==> src/rtl/shift_right_if.sv <==
// Operand/result bundle for the right barrel shifter.
interface shift_right_if #(
  parameter int NUM_SIZE = 32
);
  localparam int SW = $clog2(NUM_SIZE);

  logic [SW-1:0]       shamt;
  logic [NUM_SIZE-1:0] dIn0;
  logic                arith;
  logic [NUM_SIZE-1:0] dOut;

  modport master (output shamt, output dIn0, output arith, input  dOut);
  modport slave  (input  shamt, input  dIn0, input  arith, output dOut);
endinterface

==> src/rtl/shift_right.sv <==
// Right barrel shifter (SRL/SRA): log2(NUM_SIZE) mux stages, registered result.

// One mux stage: conditionally shift right by SHIFT, back-filling with fill_i.
module shift_right_stage #(
  parameter int NUM_SIZE = 32,
  parameter int SHIFT    = 1
) (
  input  logic [NUM_SIZE-1:0] d_i,
  input  logic                en_i,
  input  logic                fill_i,
  output logic [NUM_SIZE-1:0] d_o
);
  // Pass through unless this stage's shamt bit is set.
  always_comb begin
    d_o = d_i;
    if (en_i) d_o = {{SHIFT{fill_i}}, d_i[NUM_SIZE-1:SHIFT]};
  end
endmodule

module shift_right #(
  parameter int NUM_SIZE = 32
) (
  input  logic          clk,
  input  logic          rst,
  shift_right_if.slave  bus
);
  localparam int SW = $clog2(NUM_SIZE);

  logic                fill;
  logic [NUM_SIZE-1:0] dOut_d;
  logic [NUM_SIZE-1:0] dOut_q;

  // Sign bit only propagates for arithmetic shifts.
  assign fill = bus.arith & bus.dIn0[NUM_SIZE-1];

  // Stage k handles shamt[k] (shift by 2^k); stages chain LSB-first.
  for (genvar k = 0; k < SW; k++) begin : g_stg
    logic [NUM_SIZE-1:0] d_in;
    logic [NUM_SIZE-1:0] d_out;
    if (k == 0) begin : g_first
      assign d_in = bus.dIn0;
    end else begin : g_next
      assign d_in = g_stg[k-1].d_out;
    end
    shift_right_stage #(
      .NUM_SIZE (NUM_SIZE),
      .SHIFT    (1 << k)
    ) u_stage (
      .d_i    (d_in),
      .en_i   (bus.shamt[k]),
      .fill_i (fill),
      .d_o    (d_out)
    );
  end

  assign dOut_d = g_stg[SW-1].d_out;

  // Output register: loads every cycle, reset has priority.
  always_ff @(posedge clk) begin
    if (rst) dOut_q <= '0;
    else     dOut_q <= dOut_d;
  end

  assign bus.dOut = dOut_q;
endmodule

==> src/flat_wrapper.sv <==
// flat-port wrapper written by rule: the top's interface ports become plain ports
module shift_right_flat 
#(
  parameter int NUM_SIZE = 32
)
  (clk, rst, bus_shamt, bus_dIn0, bus_arith, bus_dOut);
  shift_right_if #(.NUM_SIZE(NUM_SIZE)) bus_i ();
  input  logic clk;
  input  logic rst;
  input wire logic [$bits(bus_i.shamt)-1:0] bus_shamt;
  input wire logic [$bits(bus_i.dIn0)-1:0] bus_dIn0;
  input wire logic [$bits(bus_i.arith)-1:0] bus_arith;
  output wire logic [$bits(bus_i.dOut)-1:0] bus_dOut;
  assign bus_i.shamt = bus_shamt;
  assign bus_i.dIn0 = bus_dIn0;
  assign bus_i.arith = bus_arith;
  assign bus_dOut = bus_i.dOut;
  shift_right #(.NUM_SIZE(NUM_SIZE)) u_core (.clk(clk), .rst(rst), .bus(bus_i));
endmodule
==> config.mk <==
export PLATFORM = sky130hd
export DESIGN_NAME = shift_right_flat
export DESIGN_NICKNAME = d
export VERILOG_FILES = /design/src/rtl/shift_right_if.sv /design/src/rtl/shift_right.sv /design/src/flat_wrapper.sv
export SDC_FILE = /design/constraint.sdc
export NUM_CORES = 1
export LEC_CHECK = 0
export ABC_CLOCK_PERIOD_IN_PS = 2400
export CORE_UTILIZATION = 49
export DETAILED_ROUTE_END_ITERATION = 10
export PLACE_DENSITY = 0.81
export SYNTH_ARGS = -nofsm -noshare
export SYNTH_HDL_FRONTEND = slang
export SYNTH_SLANG_ARGS = --single-unit
==> constraint.sdc <==
create_clock -name clk -period 2.4 [get_ports clk]
set_input_delay 0.48 -clock clk [delete_from_list [all_inputs] [get_ports clk]]
set_output_delay 0.48 -clock clk [all_outputs]
set_load 0.02 [all_outputs]
# --- Word level (Yosys, flattened, before mapping) ---
# Cells that the tools add are included.
totals:
  elab_cells: 7
  regBits: 32
  inputBits: 40
  output_inout_bits: 32
classes:
  n_bitwise: 1
  muxes: 5
op_table:
  columns: ["operator", "n"]
  rows:
  - ["32-bit two-way mux", 5]
  - ["1-bit bitwise AND", 1]

# --- Logic depth before layout (Yosys ltp) ---
# Gate-level depths: netlist of the first run.
depth:
  word_depth: 6
  depth_mapped: 8

# --- Cells and area by module ---
# Synthesis of the first run repeated with hierarchy kept, for this count alone.
unflattened:
  cells_unflattened: 249
  area_unflattened_um2: 3595.9
modules_own_cells:
  columns: ["module", "seq_area_each_um2", "cells_per_inst", "n_inst", "area_per_inst_um2"]
  rows:
  - ["shift_right_stage at u_core.g_stg[0].u_stage ...", 0.0, 36, 4, 544.3]
  - ["shift_right", 640.6, 68, 1, 869.6]
  - ["shift_right_stage at u_core.g_stg[4].u_stage", 0.0, 37, 1, 549.3]

# --- Worst setup path after synthesis of the first run ---
# Ideal clock, no wire load.
synth_path:
  path_kind: "input -> register"
  startpoint: "in bus_shamt[0]"
  endpoint: "reg u_core.dOut_q[1], in the netlist u_core.bus.dOut[1]"
  setup_slack_ps: 419
  arrival_ps: 1864
  n_path_buf: 1
  stages: 5
  path_cell_list: "buf_6 -> mux4_2 -> mux2_2 -> mux2_2 -> a22o_1"
synth_via:
  elab_chain_cells: 5
synth_rtl:
  columns: ["item", "line_no", "rtl"]
  rows:
  - ["start, declared", "flat_wrapper.sv:10", "input wire logic [$bits(bus_i.shamt)-1:0] bus_shamt;"]
  - ["32-bit two-way mux (5 in series)", "shift_right.sv:16", "if (en_i) d_o = {{SHIFT{fill_i}}, d_i[NUM_SIZE-1:SHIFT]};"]
  - ["end signal, assigned", "shift_right.sv:61", "else dOut_q <= dOut_d;"]
  - ["end, declared", "shift_right.sv:31", "logic [NUM_SIZE-1:0] dOut_q;"]
# No other way between the ends.
# A chain may end at the register's enable or synchronous reset.

# --- Worst setup path after layout of the first run ---
layout_path:
  startpoint: "in bus_dIn0[21]"
  endpoint: "reg u_core.dOut_q[1], in the netlist u_core.bus.dOut[1]"
layout_via:
  elab_chain_cells: 5
layout_rtl:
  columns: ["item", "line_no", "rtl"]
  rows:
  - ["start, declared", "flat_wrapper.sv:11", "input wire logic [$bits(bus_i.dIn0)-1:0] bus_dIn0;"]
  - ["32-bit two-way mux (5 in series)", "shift_right.sv:16", null]
# No other way between the ends.

==> impl_table.tex, run 1 <==
\begin{tabular}{lr}
\hline
Metric & Value \\
\hline
\multicolumn{2}{l}{\textbf{Timing}} \\
Final-report setup violation count & 0 \\
Final Hold Viols & 0 \\
Slew at the pin closest to its max-slew limit & 0.493 ns \\
Pins over their slew limit & 0 \\
Remaining max-slew budget at the tightest pin & 0.670 \\
Final Critical Period & 2.08 ns \\
Crit share post-route & 0.867 \\
Achievable clock frequency & 0.481 GHz \\
Setup repair after global routing missed its margin & false \\
Setup TNS & 0 ns \\
\multicolumn{2}{l}{\textbf{Routing}} \\
Overall routed net length & 7.94 mm \\
1st-iter DRT viols & 324 \\
Number of vias in the routed layout & 2779 \\
Post-route ant nets & 0 \\
DRC violation count after routing & 0 \\
Total iterations of the first detailed-routing run & 5 \\
Via density per instance & 6.23 \\
WL/cell & 17.8 um \\
\multicolumn{2}{l}{\textbf{Global route}} \\
Global router's overall resource usage & 0.304 \\
Via count of the first global-routing pass & 2587 \\
Wire length of the first global-routing pass & 13.0 mm \\
Overflow after GRT & 0 \\
Initial antenna violation count & 0 \\
Largest net degree at the start of global routing & 23 \\
\multicolumn{2}{l}{\textbf{Critical path}} \\
Required arrival time at the worst endpoint & 2.57 ns \\
Category of the most critical setup path & input port to flip-flop \\
CP peak stage delay & 0.52 ns \\
Number of buffer and inverter stages on the critical path & 1 \\
Worst setup SP type & input port \\
Origin of the worst setup path & bus\_dIn0[21] \\
Family of cells with the greatest summed delay on the critical path & multiplexers \\
CP Capture Type & flip-flop \\
Dominant cell type by count on the critical path & sky130\_fd\_sc\_hd\_\_mux2\_2 \\
Highest-delay cell along the critical path & sky130\_fd\_sc\_hd\_\_mux4\_2 \\
Maximum fanout encountered on the critical timing path & 3 \\
Critical path arrival & 2.25 ns \\
Worst-path cell chain & clkdlybuf4s50\_1, mux4\_2, mux2\_2, mux2\_2, a22o\_1 \\
\multicolumn{2}{l}{\textbf{Run status}} \\
Run status & finished, final reports clean \\
\multicolumn{2}{l}{\textbf{Clock network}} \\
Buffer depth of the longest clock path & 2 \\
Clock slew seen by the registers of the worst setup and hold paths & 0.07 ns \\
Post-cts sizing count & 0 \\
Setup Buffers After CTS & 0 \\
CTS tree & built \\
Maximum level of the CTS H-tree & 2 \\
Number of hold-repair buffers added at the cts stage & 0 \\
Number of sinks handled by clock tree synthesis & 32 \\
Total clock buffers created by CTS & 5 \\
Clock root buffer & sky130\_fd\_sc\_hd\_\_clkbuf\_8 \\
\multicolumn{2}{l}{\textbf{Place}} \\
Final estimated routing congestion in global placement & 0.930 \\
Instance count after placement with tap cells included & 438 \\
Half-perimeter wire length after placement & 6.29 mm \\
PortBufs & 71 \\
\multicolumn{2}{l}{\textbf{Synth}} \\
Ys Warns & 0 \\
Share of the synthesized area in the top cell type & 0.241 \\
Nets in the synthesized netlist & 334 \\
Proportion of register bits with asynchronous set or reset after synthesis & 0 \\
Number of synthesized flops with an enable pin & 0 \\
Mean cell area of the mapped netlist & 9.04 sq um \\
Cells taking the most area after synthesis & sky130\_fd\_sc\_hd\_\_dfxtp\_1 24\%, sky130\_fd\_sc\_hd\_\_mux4\_2 14\%, sky130\_fd\_sc\_hd\_\_mux2i\_1 11\%, sky130\_fd\_sc\_hd\_\_a21oi\_1 4.9\%, sky130\_fd\_sc\_hd\_\_mux2\_2 4.7\% \\
Leading area contributor after synthesis & sky130\_fd\_sc\_hd\_\_dfxtp\_1 \\
Top flip-flop cell by instance count after synthesis & sky130\_fd\_sc\_hd\_\_dfxtp\_1 \\
Synthesized netlist cell count & 294 \\
Cell area after synthesis & 2660 sq um \\
Sequential element share of the synthesized area & 0.241 \\
Flops \& latches, synth & 32 \\
Number of different library cells in the post-synthesis netlist & 46 \\
\multicolumn{2}{l}{\textbf{Layout}} \\
Final layout net count & 415 \\
Antenna fix cells & 0 \\
Proportion of layout cells with a drive suffix above 1 & 0.205 \\
Flip-flop count of the largest register, all copies and words added & 32 \\
Post-route non-filler standard cell count & 446 \\
Area growth from synthesis to layout & 37.1\% \\
Filler instances & 432 \\
\multicolumn{2}{l}{\textbf{Die}} \\
I/O Pins & 72 \\
Initial Utilization & 0.514 \\
Total die area & 5720 sq um \\
Core region area & 5170 sq um \\
Width of the die & 75.6 um \\
Row count & 26 \\
Die height & 75.6 um \\
\multicolumn{2}{l}{\textbf{Power}} \\
Pwr/cell area & 508 nW/um\^{}2 \\
Max VDD drop & 260 uV \\
Leakage & 1.45 nW \\
\multicolumn{2}{l}{\textbf{Hold path}} \\
Min-Delay Startpoint & bus\_shamt[2] \\
Hold WC Path Type & input port to flip-flop \\
\multicolumn{2}{l}{\textbf{Flow run}} \\
Number of max-cap violations & 0 \\
\hline
\end{tabular}
## path summary, 6_finish.rpt
kind | endpoint | cells past startpoint
max | u_core.bus.dOut[1] | 5
min | u_core.bus.dOut[11] | 3
## where the power goes
part / leakage, nW / total, mW / switching, mW / internal, mW
registers: 0.266 / 0.588 / 0.0110 / 0.577
logic: 1.12 / 0.704 / 0.361 / 0.342
clock network: 0.0645 / 0.557 / 0.191 / 0.366
total: 1.45 / 1.85 / 0.564 / 1.29
## cell type report
class	count	area [sq um]	share of cell area
clock buffers	7	96.3	0.0265
clock inverters	1	30.0	0.00824
inverters	4	15.0	0.00412
multi-input cells	231	1840	0.505
flip-flops and latches	32	641	0.176
well taps	70	87.6	0.0240
repair buffers	101	933	0.256
## worst min-delay path: stages
cell	delay [ns]
sky130_fd_sc_hd__buf_2	0.23
sky130_fd_sc_hd__a211oi_1	0.27
sky130_fd_sc_hd__a2111oi_1	0.08
## per-layer routing
layer | global-route usage | up-vias | share of wire
met5 | 0 | - | 0
met4 | 0.107 | 0 | 0.023
met3 | 0.0384 | 23 | 0.074
met2 | 0.493 | 172 | 0.48
met1 | 0.419 | 1297 | 0.43
li1 | - | 1287 | -
## Yosys cell counts, drive strengths merged, types with 4 or more instances
| cell type | number |
|---|---|
| dfxtp | 32 |
| nand2 | 30 |
| mux2i | 29 |
| nor2 | 28 |
| a21oi | 26 |
| mux4 | 19 |
| buf | 16 |
| clkbuf | 11 |
| mux2 | 11 |
| nand3 | 10 |
| o21ai | 10 |
| a22oi | 8 |
| o21a | 6 |
| nor2b | 5 |
| o211ai | 5 |
| inv | 4 |
## per-stage QoR
step	area (sq um)	setup WS [ns]	util	power, mW	hold WS (ns)
after global placement	3520	0.0619	0.680	1.28	1.13
after global routing	3640	0.251	0.704	1.94	0.873
after floorplan	2660	0.419	-	1.01	0.649
after CTS	3640	0.319	0.704	1.84	0.827
final	3640	0.320	0.704	1.85	0.835
after detailed placement	3520	0.0268	0.680	1.29	1.13
## placed cells by master (no fill, tap or decap), types with 4 or more instances in the layout
| master | Yosys | final |
|---|---|---|
| sky130_fd_sc_hd__mux2i_1 | 29 | 29 |
| sky130_fd_sc_hd__clkbuf_8 | 0 | 7 |
| sky130_fd_sc_hd__nand3_1 | 10 | 10 |
| sky130_fd_sc_hd__dfxtp_1 | 32 | 32 |
| sky130_fd_sc_hd__nor2_1 | 27 | 27 |
| sky130_fd_sc_hd__mux4_2 | 17 | 17 |
| sky130_fd_sc_hd__mux2_2 | 11 | 11 |
| sky130_fd_sc_hd__a22oi_1 | 8 | 8 |
| sky130_fd_sc_hd__a21oi_1 | 26 | 26 |
| sky130_fd_sc_hd__buf_4 | 0 | 29 |
| sky130_fd_sc_hd__nand2_1 | 30 | 30 |
| sky130_fd_sc_hd__o211ai_1 | 5 | 5 |
| sky130_fd_sc_hd__nor2b_1 | 5 | 5 |
| sky130_fd_sc_hd__o21ai_0 | 9 | 9 |
| sky130_fd_sc_hd__clkdlybuf4s50_1 | 0 | 68 |
| sky130_fd_sc_hd__inv_1 | 4 | 4 |
| sky130_fd_sc_hd__o21a_1 | 6 | 6 |
## cell families after synthesis
family | after synthesis | share of synthesized area
AND/OR/NAND/NOR | 81 | 0.133
buffers and inverters | 31 | 0.0669
flip-flops | 32 | 0.241
AO/OA/AOI/OAI | 91 | 0.239
multiplexers | 59 | 0.320
Note: power is estimated with default switching activity, not from simulation.
==> run 2, diff against run 1 <==
--- a/config.mk
+++ b/config.mk
@@ -6,9 +6,12 @@
 export NUM_CORES = 1
 export LEC_CHECK = 0
 export ABC_CLOCK_PERIOD_IN_PS = 2400
-export CORE_UTILIZATION = 49
+export CELL_PAD_IN_SITES_DETAIL_PLACEMENT = 0
+export CELL_PAD_IN_SITES_GLOBAL_PLACEMENT = 1
+export CORE_MARGIN = 4
+export CORE_UTILIZATION = 36
 export DETAILED_ROUTE_END_ITERATION = 10
-export PLACE_DENSITY = 0.81
+export PLACE_DENSITY_LB_ADDON = 0.1
 export SYNTH_ARGS = -nofsm -noshare
 export SYNTH_HDL_FRONTEND = slang
 export SYNTH_SLANG_ARGS = --single-unit
==> run 2 against run 1 <==
Effect of this change: clock power is 9.7% lower; global-route usage is 11 points lower; combinational power is 0.9% higher; cell area is 1.0% higher; die area is 54% higher; final cell count is 6.7% higher; non-clock buffer count is 1 higher; largest cell class unchanged.
==> impl_table.tex, run 2 (same netlist as run 1, synthesis figures left out) <==
\begin{tabular}{lr}
\hline
Metric & Value \\
\hline
\multicolumn{2}{l}{\textbf{Layout}} \\
Final layout net count & 416 (was 415) \\
Area growth from synthesis to layout & 38.5\% (was 37.1\%) \\
Commonest non-fill, non-tap cells in the layout & 68 x sky130\_fd\_sc\_hd\_\_clkdlybuf4s50\_1, 32 x sky130\_fd\_sc\_hd\_\_dfxtp\_1, 30 x sky130\_fd\_sc\_hd\_\_nand2\_1 (unchanged) \\
Proportion of layout cells with a drive suffix above 1 & 0.204 (was 0.205) \\
Filler instances & 722 (was 432) \\
Antenna fix cells & 0 (unchanged) \\
Most common cell after layout, fill and taps aside & sky130\_fd\_sc\_hd\_\_clkdlybuf4s50\_1 (unchanged) \\
Flip-flop count of the largest register, all copies and words added & 32 (unchanged) \\
Core utilization of the finished layout & 0.510 (was 0.704) \\
Post-route non-filler standard cell count & 476 (was 446) \\
\multicolumn{2}{l}{\textbf{Critical path}} \\
Maximum fanout encountered on the critical timing path & 3 (unchanged) \\
Origin of the worst setup path & bus\_dIn0[21] (unchanged) \\
CP Capture Type & flip-flop (unchanged) \\
Required arrival time at the worst endpoint & 2.56 ns (was 2.57 ns) \\
Worst setup SP type & input port (unchanged) \\
Category of the most critical setup path & input port to flip-flop (unchanged) \\
Critical path arrival & 2.27 ns (was 2.25 ns) \\
Worst Setup EP & u\_core.bus.dOut[5] (was u\_core.bus.dOut[1]) \\
\multicolumn{2}{l}{\textbf{Routing}} \\
WL/cell & 17.5 um (was 17.8 um) \\
DRC violation count after routing & 0 (unchanged) \\
Number of vias in the routed layout & 2681 (was 2779) \\
Total iterations of the first detailed-routing run & 5 (unchanged) \\
1st-iter DRT viols & 196 (was 324) \\
Post-route ant nets & 0 (unchanged) \\
Via density per instance & 5.63 (was 6.23) \\
Overall routed net length & 8.34 mm (was 7.94 mm) \\
\multicolumn{2}{l}{\textbf{Timing}} \\
Setup TNS & 0 ns (unchanged) \\
Pins over their slew limit & 0 (unchanged) \\
Remaining max-slew budget at the tightest pin & 0.677 (was 0.670) \\
Setup repair after global routing missed its margin & false (unchanged) \\
Achievable clock frequency & 0.475 GHz (was 0.481 GHz) \\
Final Hold Viols & 0 (unchanged) \\
Final-report setup violation count & 0 (unchanged) \\
Slew at the pin closest to its max-slew limit & 0.483 ns (was 0.493 ns) \\
Crit share post-route & 0.877 (was 0.867) \\
Final Critical Period & 2.11 ns (was 2.08 ns) \\
\multicolumn{2}{l}{\textbf{Power}} \\
Max VDD drop & 249 uV (was 260 uV) \\
Internal Dissipation & 1.23 mW (was 1.29 mW) \\
Clock network fraction of total power & 0.280 (was 0.301) \\
Switching power & 0.568 mW (was 0.564 mW) \\
Post-route total power & 1.80 mW (was 1.85 mW) \\
Proportion of power drawn by combinational gates & 0.394 (was 0.381) \\
Leakage & 1.45 nW (about the same) \\
Fraction of power spent switching nets & 0.316 (was 0.305) \\
Flop pwr share & 0.326 (was 0.318) \\
Pwr/cell area & 489 nW/um\^{}2 (was 508 nW/um\^{}2) \\
\multicolumn{2}{l}{\textbf{Global route}} \\
Via count of the first global-routing pass & 2529 (was 2587) \\
Global router's overall resource usage & 0.194 (was 0.304) \\
Overflow after GRT & 0 (unchanged) \\
Wire length of the first global-routing pass & 13.4 mm (was 13.0 mm) \\
Largest net degree at the start of global routing & 34 (was 23) \\
Initial antenna violation count & 0 (unchanged) \\
\multicolumn{2}{l}{\textbf{Clock network}} \\
Setup Buffers After CTS & 0 (unchanged) \\
CTS tree & built (unchanged) \\
Maximum level of the CTS H-tree & 2 (unchanged) \\
Number of hold-repair buffers added at the cts stage & 0 (unchanged) \\
Total clock buffers created by CTS & 5 (unchanged) \\
Clock slew seen by the registers of the worst setup and hold paths & 0.06 ns (was 0.07 ns) \\
Buffer depth of the longest clock path & 2 (unchanged) \\
Number of sinks handled by clock tree synthesis & 32 (unchanged) \\
Post-cts sizing count & 0 (unchanged) \\
Clock root buffer & sky130\_fd\_sc\_hd\_\_clkbuf\_8 (unchanged) \\
\multicolumn{2}{l}{\textbf{Die}} \\
Die height & 93.9 um (was 75.6 um) \\
Row count & 31 (was 26) \\
Total die area & 8820 sq um (was 5720 sq um) \\
Initial Utilization & 0.368 (was 0.514) \\
Core region area & 7210 sq um (was 5170 sq um) \\
Width of the die & 93.9 um (was 75.6 um) \\
I/O Pins & 72 (unchanged) \\
\multicolumn{2}{l}{\textbf{Place}} \\
PortBufs & 71 (unchanged) \\
Instance count after placement with tap cells included & 468 (was 438) \\
Final estimated routing congestion in global placement & 0.902 (was 0.930) \\
Half-perimeter wire length after placement & 6.79 mm (was 6.29 mm) \\
\multicolumn{2}{l}{\textbf{Hold path}} \\
Worst hold path depth & 4 (was 3) \\
Hold WC Path Type & input port to flip-flop (unchanged) \\
\multicolumn{2}{l}{\textbf{Flow run}} \\
Number of max-cap violations & 0 (unchanged) \\
\multicolumn{2}{l}{\textbf{Run status}} \\
Run status & finished, final reports clean (unchanged) \\
\hline
\end{tabular}
-- run 2: cell count changes in the layout (fill, tap and decap cells not counted) --
cell | before | now
sky130_fd_sc_hd__clkbuf_1 | 0 | 1
sky130_fd_sc_hd__clkinv_2 | 0 | 1
sky130_fd_sc_hd__buf_12 | 1 | 2
sky130_fd_sc_hd__clkbuf_8 | 7 | 5
-- run 2: area by class of cell --
type                    count  area [sq um]  share of cell area
repair buffers            102           953               0.259
multi-input cells         231          1840               0.500
clock buffers               6          72.6              0.0197
clock inverters             2          35.0             0.00952
well taps                  99           124              0.0337
inverters                   4          15.0             0.00408
flip-flops and latches     32           641               0.174
-- run 2: metrics by stage --
step,hold WS [ns],setup WS [ns],area (sq um)
global route,0.894,0.215,3680
detailed placement,1.14,0.0386,3570
floorplan,0.649,0.419,2660
global placement,1.14,0.0641,3570
CTS,0.849,0.311,3680
finish,0.866,0.294,3680
-- run 2: worst min path at each step --
stage / from / to / slack [ns]
floorplan: bus_dIn0[31] / u_core.bus.dOut[31] / 0.65
global placement: bus_shamt[2] / u_core.bus.dOut[11] / 1.14
detailed placement: bus_shamt[2] / u_core.bus.dOut[8] / 1.14
CTS: bus_shamt[2] / u_core.bus.dOut[8] / 0.85
global route: bus_shamt[2] / u_core.bus.dOut[8] / 0.89
finish: bus_shamt[2] / u_core.bus.dOut[8] / 0.87
-- run 2: metal layers --
metal	track usage	vias to the layer above	share of wire
li1	-	1291	-
met1	0.286	1268	0.46
met2	0.293	110	0.46
met3	0.0264	12	0.063
met4	0.0566	0	0.017
met5	0	-	0
-- run 2: critical path: stages --
cell and delay [ns]:
sky130_fd_sc_hd__clkdlybuf4s50_1 0.44, sky130_fd_sc_hd__mux4_2 0.53, sky130_fd_sc_hd__mux2_2 0.30, sky130_fd_sc_hd__o221a_2 0.29
sky130_fd_sc_hd__a22o_1 0.22
-- run 2: power by group through the flow --
stage / Combinational (mW) / Sequential, mW / Clock (mW)
CTS: 0.709 / 0.588 / 0.515
detailed placement: 0.705 / 0.600 / 0
global placement: 0.706 / 0.600 / 0
floorplan: 0.350 / 0.659 / 0
finish: 0.710 / 0.587 / 0.503
global route: 0.765 / 0.592 / 0.549
==> run 3, diff against run 2 <==
--- a/config.mk
+++ b/config.mk
@@ -5,6 +5,7 @@
 export SDC_FILE = /design/constraint.sdc
 export NUM_CORES = 1
 export LEC_CHECK = 0
+export ABC_AREA = 0
 export ABC_CLOCK_PERIOD_IN_PS = 2400
 export CELL_PAD_IN_SITES_DETAIL_PLACEMENT = 0
 export CELL_PAD_IN_SITES_GLOBAL_PLACEMENT = 1
==> results of run 3 <==
Final layout, timing and power as in run 2 (identical DEF).
